### config.mk
export PLATFORM = sky130hd
export DESIGN_NAME = alu_op_sequencer_flat
export DESIGN_NICKNAME = d
export VERILOG_FILES = /design/src/rtl/alu_op_sequencer_if.sv /design/src/rtl/alu_op_sequencer.sv /design/src/flat_wrapper.sv
export SDC_FILE = /design/constraint.sdc
export NUM_CORES = 1
export LEC_CHECK = 0
export CAP_MARGIN = 15
export CORE_MARGIN = 1.5
export CORE_UTILIZATION = 35
export DETAILED_ROUTE_END_ITERATION = 6
export PLACE_DENSITY = 0.73
export RECOVER_POWER = 25
export SETUP_SLACK_MARGIN = 0.15
export SLEW_MARGIN = 25
export SYNTH_ARGS = -nofsm -noshare
export SYNTH_HDL_FRONTEND = slang
export SYNTH_SLANG_ARGS = --single-unit
export TNS_END_PERCENT = 20
### constraint.sdc
create_clock -name clk -period 1.4 [get_ports clk]
set_input_delay 0.21 -clock clk [delete_from_list [all_inputs] [get_ports clk]]
set_output_delay 0.21 -clock clk [all_outputs]
set_load 0.01 [all_outputs]
### src/rtl/alu_op_sequencer_if.sv
// ----------------------------------------------------------------------------
// alu_op_sequencer_if
//   Request/response bus between an ALU client and alu_op_sequencer.
//   The request side carries one ALU operation: FunSel, operands, the
//   flag-write enable and the forward-A select. The response side returns the
//   captured result and flags and holds them until the client takes them.
//
//   Signals
//     req_valid    client -> seq   request present
//     req_ready    seq -> client   sequencer can accept a request
//     req_fun_sel  client -> seq   [4]=width (1:32-bit, 0:16-bit), [3:0]=op code
//     req_a        client -> seq   operand A
//     req_b        client -> seq   operand B
//     req_wf       client -> seq   1: this op writes the ALU flags
//     req_fwd_a    client -> seq   use the previous result as A (forwarding builds only)
//     rsp_valid    seq -> client   response valid
//     rsp_ready    client -> seq   client takes the response
//     rsp_data     seq -> client   captured result
//     rsp_flags    seq -> client   ALU flags {Z,C,N,O} after the op
//
//   Modports: master = client side, slave = sequencer side.
// ----------------------------------------------------------------------------
interface alu_op_sequencer_if #(
    parameter int DATA_W = 32,
    parameter int FLAG_W = 4
);
    logic              req_valid;
    logic              req_ready;
    logic [4:0]        req_fun_sel;
    logic [DATA_W-1:0] req_a;
    logic [DATA_W-1:0] req_b;
    logic              req_wf;
    logic              req_fwd_a;
    logic              rsp_valid;
    logic              rsp_ready;
    logic [DATA_W-1:0] rsp_data;
    logic [FLAG_W-1:0] rsp_flags;

    modport master (
        output req_valid, req_fun_sel, req_a, req_b, req_wf, req_fwd_a, rsp_ready,
        input  req_ready, rsp_valid, rsp_data, rsp_flags
    );

    modport slave (
        input  req_valid, req_fun_sel, req_a, req_b, req_wf, req_fwd_a, rsp_ready,
        output req_ready, rsp_valid, rsp_data, rsp_flags
    );
endinterface

### src/rtl/alu_op_sequencer.sv
// ----------------------------------------------------------------------------
// alu_op_sequencer
//   Control stage in front of the 32-bit ALU. Accepts one operation over a
//   valid/ready request, presents it to the ALU for exactly one cycle (the only
//   cycle in which ALU_WF may be high), captures the result at the end of that
//   cycle, captures the registered ALU flags one cycle later, and returns both
//   on a held valid/ready response.
//
//   FSM: IDLE -> EXEC -> FLAG -> RESP -> IDLE
//     IDLE : req_ready=1, request registered on accept
//     EXEC : ALU ports show the request, ALU_WF = latched WF; result captured
//     FLAG : ALU_WF=0, ALU flags (written at the end of EXEC) captured
//     RESP : rsp_valid=1 until rsp_ready
//
//   Ports
//     clk            rising-edge clock shared with the ALU
//     rst_n          asynchronous active-low reset
//     bus            alu_op_sequencer_if.slave request/response bus
//     alu_a_o        ALU operand A
//     alu_b_o        ALU operand B
//     alu_fun_sel_o  ALU FunSel (passed through unmodified)
//     alu_wf_o       ALU flag-write enable
//     alu_out_i      ALU result
//     alu_flags_i    ALU registered flags {Z,C,N,O}
//
//   Build option
//     ALU_SEQ_FWD_EN : when defined, req_fwd_a=1 at accept takes operand A
//                      from the current rsp_data register (previous result,
//                      0 after reset). When undefined req_fwd_a is ignored.
// ----------------------------------------------------------------------------
module alu_op_sequencer #(
    parameter int DATA_W = 32,
    parameter int FLAG_W = 4
) (
    input  logic               clk,
    input  logic               rst_n,
    alu_op_sequencer_if.slave  bus,
    output logic [DATA_W-1:0]  alu_a_o,
    output logic [DATA_W-1:0]  alu_b_o,
    output logic [4:0]         alu_fun_sel_o,
    output logic               alu_wf_o,
    input  logic [DATA_W-1:0]  alu_out_i,
    input  logic [FLAG_W-1:0]  alu_flags_i
);

    typedef enum logic [1:0] {
        ST_IDLE = 2'd0,
        ST_EXEC = 2'd1,
        ST_FLAG = 2'd2,
        ST_RESP = 2'd3
    } state_t;

    state_t             state_q, state_d;

    logic [DATA_W-1:0]  alu_a_q;
    logic [DATA_W-1:0]  alu_b_q;
    logic [4:0]         alu_fun_sel_q;
    logic               wf_q;
    logic [DATA_W-1:0]  rsp_data_q;
    logic [FLAG_W-1:0]  rsp_flags_q;

    logic               req_ready;
    logic               rsp_valid;
    logic               alu_wf;
    logic               accept;

    logic [DATA_W-1:0]  a_src;
    logic [DATA_W-1:0]  a_ext;
    logic [DATA_W-1:0]  b_ext;
    logic [DATA_W-1:0]  res_ext;

    // ------------------------------------------------------------------
    // Operand selection
    // ------------------------------------------------------------------
`ifdef ALU_SEQ_FWD_EN
    // rsp_data_q still holds the previous result while in IDLE.
    assign a_src = bus.req_fwd_a ? rsp_data_q : bus.req_a;
`else
    logic unused_fwd_a;
    assign unused_fwd_a = bus.req_fwd_a;
    assign a_src        = bus.req_a;
`endif

    // 16-bit ops see sign-extended low halves; the selected A (possibly the
    // forwarded result) is extended the same way.
    assign a_ext = bus.req_fun_sel[4] ? a_src
                 : {{(DATA_W-16){a_src[15]}}, a_src[15:0]};
    assign b_ext = bus.req_fun_sel[4] ? bus.req_b
                 : {{(DATA_W-16){bus.req_b[15]}}, bus.req_b[15:0]};

    assign res_ext = alu_fun_sel_q[4] ? alu_out_i
                   : {{(DATA_W-16){alu_out_i[15]}}, alu_out_i[15:0]};

    assign accept = bus.req_valid & req_ready;

    // ------------------------------------------------------------------
    // FSM: state register
    // ------------------------------------------------------------------
    always_ff @(posedge clk or negedge rst_n) begin
        if (!rst_n) begin
            state_q <= ST_IDLE;
        end else begin
            state_q <= state_d;
        end
    end

    // ------------------------------------------------------------------
    // FSM: next state and outputs
    // ------------------------------------------------------------------
    always_comb begin
        state_d   = state_q;
        req_ready = 1'b0;
        rsp_valid = 1'b0;
        alu_wf    = 1'b0;
        case (state_q)
            ST_IDLE: begin
                // Held low while reset is asserted even though the state
                // register already reads IDLE.
                req_ready = rst_n;
                if (bus.req_valid && rst_n) begin
                    state_d = ST_EXEC;
                end
            end
            ST_EXEC: begin
                // Decoded straight from the async-reset state register, so a
                // reset pulse drops the flag write without waiting for a clock.
                alu_wf  = wf_q;
                state_d = ST_FLAG;
            end
            ST_FLAG: begin
                state_d = ST_RESP;
            end
            ST_RESP: begin
                rsp_valid = 1'b1;
                if (bus.rsp_ready) begin
                    state_d = ST_IDLE;
                end
            end
            default: begin
                state_d = ST_IDLE;
            end
        endcase
    end

    // ------------------------------------------------------------------
    // Datapath registers
    // ------------------------------------------------------------------
    always_ff @(posedge clk or negedge rst_n) begin
        if (!rst_n) begin
            alu_a_q       <= '0;
            alu_b_q       <= '0;
            alu_fun_sel_q <= '0;
            wf_q          <= 1'b0;
            rsp_data_q    <= '0;
            rsp_flags_q   <= '0;
        end else begin
            if (state_q == ST_IDLE && accept) begin
                alu_a_q       <= a_ext;
                alu_b_q       <= b_ext;
                alu_fun_sel_q <= bus.req_fun_sel;
                wf_q          <= bus.req_wf;
            end
            if (state_q == ST_EXEC) begin
                rsp_data_q <= res_ext;
            end
            // The ALU updates its flags on the edge closing EXEC, so they are
            // only valid to sample on the edge closing FLAG.
            if (state_q == ST_FLAG) begin
                rsp_flags_q <= alu_flags_i;
            end
        end
    end

    // ------------------------------------------------------------------
    // Outputs
    // ------------------------------------------------------------------
    assign alu_a_o       = alu_a_q;
    assign alu_b_o       = alu_b_q;
    assign alu_fun_sel_o = alu_fun_sel_q;
    assign alu_wf_o      = alu_wf;

    assign bus.req_ready = req_ready;
    assign bus.rsp_valid = rsp_valid;
    assign bus.rsp_data  = rsp_data_q;
    assign bus.rsp_flags = rsp_flags_q;

endmodule

### src/flat_wrapper.sv
// flat-port wrapper written by rule: the top's interface ports become plain ports
module alu_op_sequencer_flat 
#(
    parameter int DATA_W = 32,
    parameter int FLAG_W = 4
)
  (clk, rst_n, alu_a_o, alu_b_o, alu_fun_sel_o, alu_wf_o, alu_out_i, alu_flags_i, bus_req_valid, bus_req_fun_sel, bus_req_a, bus_req_b, bus_req_wf, bus_req_fwd_a, bus_rsp_ready, bus_req_ready, bus_rsp_valid, bus_rsp_data, bus_rsp_flags);
  alu_op_sequencer_if #(.DATA_W(DATA_W), .FLAG_W(FLAG_W)) bus_i ();
  input  logic clk;
  input  logic rst_n;
  output logic [DATA_W-1:0] alu_a_o;
  output logic [DATA_W-1:0] alu_b_o;
  output logic [4:0] alu_fun_sel_o;
  output logic alu_wf_o;
  input  logic [DATA_W-1:0] alu_out_i;
  input  logic [FLAG_W-1:0] alu_flags_i;
  input wire logic [$bits(bus_i.req_valid)-1:0] bus_req_valid;
  input wire logic [$bits(bus_i.req_fun_sel)-1:0] bus_req_fun_sel;
  input wire logic [$bits(bus_i.req_a)-1:0] bus_req_a;
  input wire logic [$bits(bus_i.req_b)-1:0] bus_req_b;
  input wire logic [$bits(bus_i.req_wf)-1:0] bus_req_wf;
  input wire logic [$bits(bus_i.req_fwd_a)-1:0] bus_req_fwd_a;
  input wire logic [$bits(bus_i.rsp_ready)-1:0] bus_rsp_ready;
  output wire logic [$bits(bus_i.req_ready)-1:0] bus_req_ready;
  output wire logic [$bits(bus_i.rsp_valid)-1:0] bus_rsp_valid;
  output wire logic [$bits(bus_i.rsp_data)-1:0] bus_rsp_data;
  output wire logic [$bits(bus_i.rsp_flags)-1:0] bus_rsp_flags;
  assign bus_i.req_valid = bus_req_valid;
  assign bus_i.req_fun_sel = bus_req_fun_sel;
  assign bus_i.req_a = bus_req_a;
  assign bus_i.req_b = bus_req_b;
  assign bus_i.req_wf = bus_req_wf;
  assign bus_i.req_fwd_a = bus_req_fwd_a;
  assign bus_i.rsp_ready = bus_rsp_ready;
  assign bus_req_ready = bus_i.req_ready;
  assign bus_rsp_valid = bus_i.rsp_valid;
  assign bus_rsp_data = bus_i.rsp_data;
  assign bus_rsp_flags = bus_i.rsp_flags;
  alu_op_sequencer #(.DATA_W(DATA_W), .FLAG_W(FLAG_W)) u_core (.clk(clk), .rst_n(rst_n), .bus(bus_i), .alu_a_o(alu_a_o), .alu_b_o(alu_b_o), .alu_fun_sel_o(alu_fun_sel_o), .alu_wf_o(alu_wf_o), .alu_out_i(alu_out_i), .alu_flags_i(alu_flags_i));
endmodule
# --- Word-level counts from Yosys, hierarchy flattened ---
# Index checks and enable logic that the tools add are counted.
totals:
  input_bits: 111
  out_inout_bits: 108
  register_bits: 108
  wordCells: 26
op_classes:
  reduce_logical: 4
  eq_ne: 5
  mux: 9
  bitwise: 1
ops:
  columns: ["cell", "n"]
  rows:
  - ["32-bit two-way mux", 3]
  - ["2-bit case mux with 4 select lines", 1]
  - ["2-bit equality test, second input constant", 2]
  - ["2-bit two-way mux", 2]
  - ["1-bit two-way mux", 3]
  - ["2-bit by 1-bit equality test with 1-bit output, second input constant", 1]
  - ["1-bit logical AND", 2]
  - ["2-bit zero test", 1]
  - ["2-bit by 1-bit != test with 1-bit output, second input constant", 1]
  - ["2-bit != test, second input constant", 1]
  - ["2-bit AND reduction", 1]
  - ["1-bit bitwise AND", 1]

# --- Depth between registers and ports, before layout ---
logic_depth:
  ltp_word: 4
  ltp_mapped: 7
  mapped_depth_nobuf: 5

# --- Worst setup path before layout ---
# Ideal clock, no wire load.
synth_path:
  path_type: "reg-to-reg"
  startpoint: "reg u_core.state_q[0]"
  endpoint: "reg u_core.alu_a_q[0], in the netlist u_core.alu_a_o[0]"
  slack_ns: -0.062
  synth_period_minus_slack_ns: 1.462
  n_path_buf: 2
  t_arrival_ns: 1.337
  setup_time_ns: 0.125
  stages_incl_launch_ff: 7
  cell_sequence: "dfrtp_1 -> inv_1 -> ha_1 -> nand3_2 -> buf_6 -> buf_6 -> mux2_4"
synth_between:
  elab_chain_len: 4
synth_rtl:
  columns: ["item", "line_no", "rtl"]
  rows:
  - ["start, declared", "alu_op_sequencer.sv:53", "state_t state_q, state_d;"]
  - ["start signal, assigned", "alu_op_sequencer.sv:103", "state_q <= state_d;"]
  - ["2-bit zero test *", "alu_op_sequencer.sv:115, alu_op_sequencer.sv:157", null]
  - ["1-bit two-way mux", "alu_op_sequencer.sv:115", "case (state_q)"]
  - ["1-bit bitwise AND", "alu_op_sequencer.sv:94", "assign accept = bus.req_valid & req_ready;"]
  - ["1-bit logical AND *", "alu_op_sequencer.sv:157", "if (state_q == ST_IDLE && accept) begin"]
  - ["end signal, assigned", "alu_op_sequencer.sv:158", "alu_a_q <= a_ext;"]
  - ["end, declared", "alu_op_sequencer.sv:55", "logic [DATA_W-1:0] alu_a_q;"]
# Mark *: on every way between the ends. The rest lies on a longest branch, timed or not.
# A chain may end at the register's enable or synchronous reset.

# --- Worst setup path after layout ---
layout_path:
  startpoint: "reg u_core.state_q[0]"
  endpoint: "reg u_core.state_q[1]"
layout_between:
  elab_chain_len: 3
layout_rtl:
  columns: ["item", "line_no"]
  rows:
  - ["2-bit equality test / 2-bit zero test (equally long branches)", "alu_op_sequencer.sv:115"]
  - ["2-bit != test (no source line) / 2-bit by 1-bit != test with 1-bit output (equally long branches)", null]
  - ["2-bit AND reduction (no source line)", null]
# Parallel ways exist; a longest one is shown, timed or not.

==> results.rst <==
.. list-table::
   :header-rows: 1

   * - Metric
     - Value
   * - Final std cells w/o fill
     - 772
   * - Port bufs
     - about 220
   * - DRT iter0 DRCs
     - about 220
   * - Status
     - finished with violations
   * - Delay of the slowest critical-path stage
     - 0.42 ns
   * - Shortest period the worst path allows
     - between 1 and 1.5 ns
   * - Overflow after GRT
     - 0
   * - Total wirelength of the detailed-routed design
     - roughly 12,000 um
   * - First-pass iteration count of the detailed router
     - 4
   * - Remaining routing DRC violations
     - 0
   * - Final estimated routing congestion in global placement
     - roughly 0.77
   * - Sum of negative setup slack
     - -4.47 ns
   * - Average detailed-routed wire length per instance
     - 15.9 um
   * - Met1 usage in global routing
     - 0.220
   * - Leading cell types by total area after synthesis
     - sky130_fd_sc_hd__dfrtp_1 60%, sky130_fd_sc_hd__mux2_4 12%, sky130_fd_sc_hd__a21oi_1 7.3%
   * - Max Cap Violations
     - 0
   * - Type of the worst setup path
     - reg -> reg
   * - Critical Path AT
     - roughly 1.7 ns
   * - CP Capture Type
     - register
   * - Setup repair after global routing missed its margin
     - true
   * - Worst-path fanout max
     - 3
   * - Area of the die
     - between 10,000 and 15,000 sq um
   * - Most area-hungry cell type in the Yosys netlist
     - sky130_fd_sc_hd__dfrtp_1
   * - Global Route Usage Sum
     - 0.174
   * - Register bit count reported by yosys
     - 108
   * - Avg Inst Size Synth
     - 12.6 sq um
   * - Die Height
     - 116 um
   * - Number of antenna violations at the first check in global routing
     - 0
   * - Total half-perimeter wirelength after legalization and detailed placement
     - 8570 um
   * - Top delay family on crit path
     - flip-flops
   * - Actual slew at the worst max-slew pin
     - 1.29 ns
   * - Max stage delay cell, worst path
     - sky130_fd_sc_hd__dfrtp_1
   * - Final total power
     - approximately 15 mW
   * - Type of the worst min-delay path
     - in -> async
   * - Global-route wire length before repair
     - 18,000 um
   * - CTS tree
     - built
   * - Area added between synthesis and finish
     - 69.0%
   * - Number of buffers on the longest clock path
     - 2
   * - Gr busiest metal
     - met2
   * - Critical path required time
     - 1.62 ns
   * - Largest net degree at the start of global routing
     - 55
   * - Final Skew
     - between 0.005 and 0.006 ns
   * - Final core utilization
     - 0.604
   * - Gate count of the mapped netlist
     - 355
   * - Clock Pin Slew Worst Setup and Hold Paths
     - approximately 0.07 ns
   * - Remaining antenna violation count after routing
     - 0
   * - Max-slew violation count
     - 0
   * - TritonCTS sink count
     - roughly 110
   * - Placed instance count
     - around 740
   * - H-tree lvl count
     - 3
   * - Sequential element share of the synthesized area
     - 0.605
   * - Total vias in the final route
     - about 3.6k
   * - Worst Setup Start Kind
     - register
   * - Number of global-route vias before repair
     - about 3.5k
   * - Starting density of the core
     - 0.357
   * - Final worst path period share
     - 1.07
   * - Ant diodes
     - 0
   * - Distinct cell type count after synthesis
     - 20
   * - Cell chain of the critical path
     - buf_4 -> ha_2 -> nor2b_2 -> a21oi_2 -> mux2_4
   * - Maximum resistive drop on vdd
     - approximately 0.00085 V
   * - GR Layer Usage met3
     - 0.0397
   * - Buffer type at the clock tree root
     - sky130_fd_sc_hd__clkbuf_16
   * - Share of cells above drive strength 1
     - 0.222
   * - Post-DR vias/cell
     - ~4.6
   * - Floorplan die width
     - between 100 and 150 um
   * - Synth warn
     - 0
   * - Number of setup violations in the final report
     - between 70 and 80
   * - Pre-CTS setup slack
     - -0.201 ns
   * - Top achievable clock speed
     - about 670 MHz
   * - Number of nets in the layout
     - roughly 700
   * - Clock network latency to the later pin of the worst-skew pair
     - around 0.34 ns
   * - Final setup slack of the worst path
     - -0.0972 ns
   * - Post-synth design cell area
     - between 4000 and 5000 sq um
   * - # rows
     - slightly above 40
   * - Number of hold violations in the final report
     - 0
   * - Post-Syn Nets
     - 470
   * - Core area
     - about 13,000 sq um
   * - Worst max-slew margin expressed relative to the limit
     - 0.139
   * - Total area of sequential cells
     - around 2700 sq um
   * - Fill count
     - ~1.0k
   * - Area taken by multi-input logic gates
     - between 1500 and 2000 sq um
   * - GR met2 Demand/Resource
     - 0.290
   * - Violations in the final reports
     - negative setup slack
   * - Crit path buf inv count
     - 1
   * - Power per cell area
     - 2050 nW/um^2
   * - Top library cells by usage in the layout, fill and taps aside
     - 108 x sky130_fd_sc_hd__clkdlybuf4s50_1, 107 x sky130_fd_sc_hd__dfrtp_1, 78 x sky130_fd_sc_hd__clkdlybuf4s15_1
   * - Commonest non-fill, non-tap cell in the layout
     - sky130_fd_sc_hd__clkdlybuf4s50_1
   * - Number of buffers created by CTS
     - 9
   * - Leakage power
     - 3.45 nW
   * - Total I/O pin count
     - around 220
   * - Area share of the largest cell type after synthesis
     - 0.605
-- flip-flops by register name, summed over array words and instances, names as in the netlist --
signal	cells
u_core.bus.rsp_data	32
u_core.bus.rsp_flags	4
u_core.alu_a_o	32
u_core.alu_fun_sel_o	5
u_core.wf_q	1
u_core.state_q	2
u_core.alu_b_o	32
-- layer usage --
| metal | up-vias | routed length (um) |
|---|---|---|
| li1 | 1704 | - |
| met1 | 1680 | 5130 |
| met2 | 146 | 6110 |
| met3 | 22 | 807 |
| met4 | 0 | 265 |
| met5 | - | 0 |
-- repair_timing --
| item | in CTS | in global routing |
|---|---|---|
| gates resized for setup | 140 | 108 |
| hold endpoints to repair | 3 | 0 |
| buffers inserted | 4 | 5 |
| cloned | 0 | 8 |
| pin swaps | 2 | 0 |
| setup endpoints to repair | 213 | 184 |
| hold buffers | 1 | 0 |
-- per-stage QoR --
stage               hold slack (ns)  instance area (sq um)
finish                        0.276                   7560
global route                  0.284                   7560
CTS                          0.0724                   7180
detailed placement           0.0350                   6890
global placement             0.0299                   6890
floorplan                   -0.0856                   4480
-- path summary, 6_finish.rpt --
path / start / endpoint / slack (ns) / cells after the start
min in group clk: rst_n / u_core.state_q[1] / 0.38 / 4
max in group asynchronous: rst_n / u_core.alu_fun_sel_o[4] / 0.25 / 2
hold reg to reg: u_core.alu_a_o[16] / u_core.alu_a_o[16] / 0.47 / 2
hold / removal: rst_n / u_core.alu_b_o[18] / 0.28 / 2
setup reg to reg: u_core.state_q[0] / u_core.state_q[1] / -0.1 / 5
setup / recovery: u_core.state_q[0] / u_core.state_q[1] / -0.1 / 5
-- cells by family after synthesis --
group | Yosys count | synth area share
flip-flops | 108 | 0.605
AO/OA/AOI/OAI | 98 | 0.111
multiplexers | 59 | 0.179
AND/OR/NAND/NOR | 56 | 0.0523
buffers and inverters | 30 | 0.0423
adder cells (fa/ha/maj) | 4 | 0.0112
-- power breakdown --
group / total (mW) / internal, mW / leakage (nW) / switching, mW
Combinational: 7.19 / 4.18 / 2.00 / 3.01
Clock: 2.75 / 1.62 / 0.162 / 1.13
Sequential: 5.53 / 4.66 / 1.29 / 0.868
-- cell type report --
| class | count | area share |
|---|---|---|
| clock buffers | 10 | 0.0316 |
| clock inverters | 6 | 0.0116 |
| inverters | 2 | 0.000994 |
| multi-input cells | 217 | 0.218 |
| flip-flops and latches | 108 | 0.358 |
| well taps | 172 | 0.0285 |
| repair buffers | 257 | 0.351 |
-- cell usage after synthesis (all sizes together) --
cell      n
dfrtp   108
ha        4
o21ai    32
clkbuf   14
nor2b     4
a21oi    65
nand3     1
and2      2
inv       2
nand2    33
o32a      1
nor2     16
buf      14
mux2     59
No activity file was read; power rests on OpenSTA's default activity.
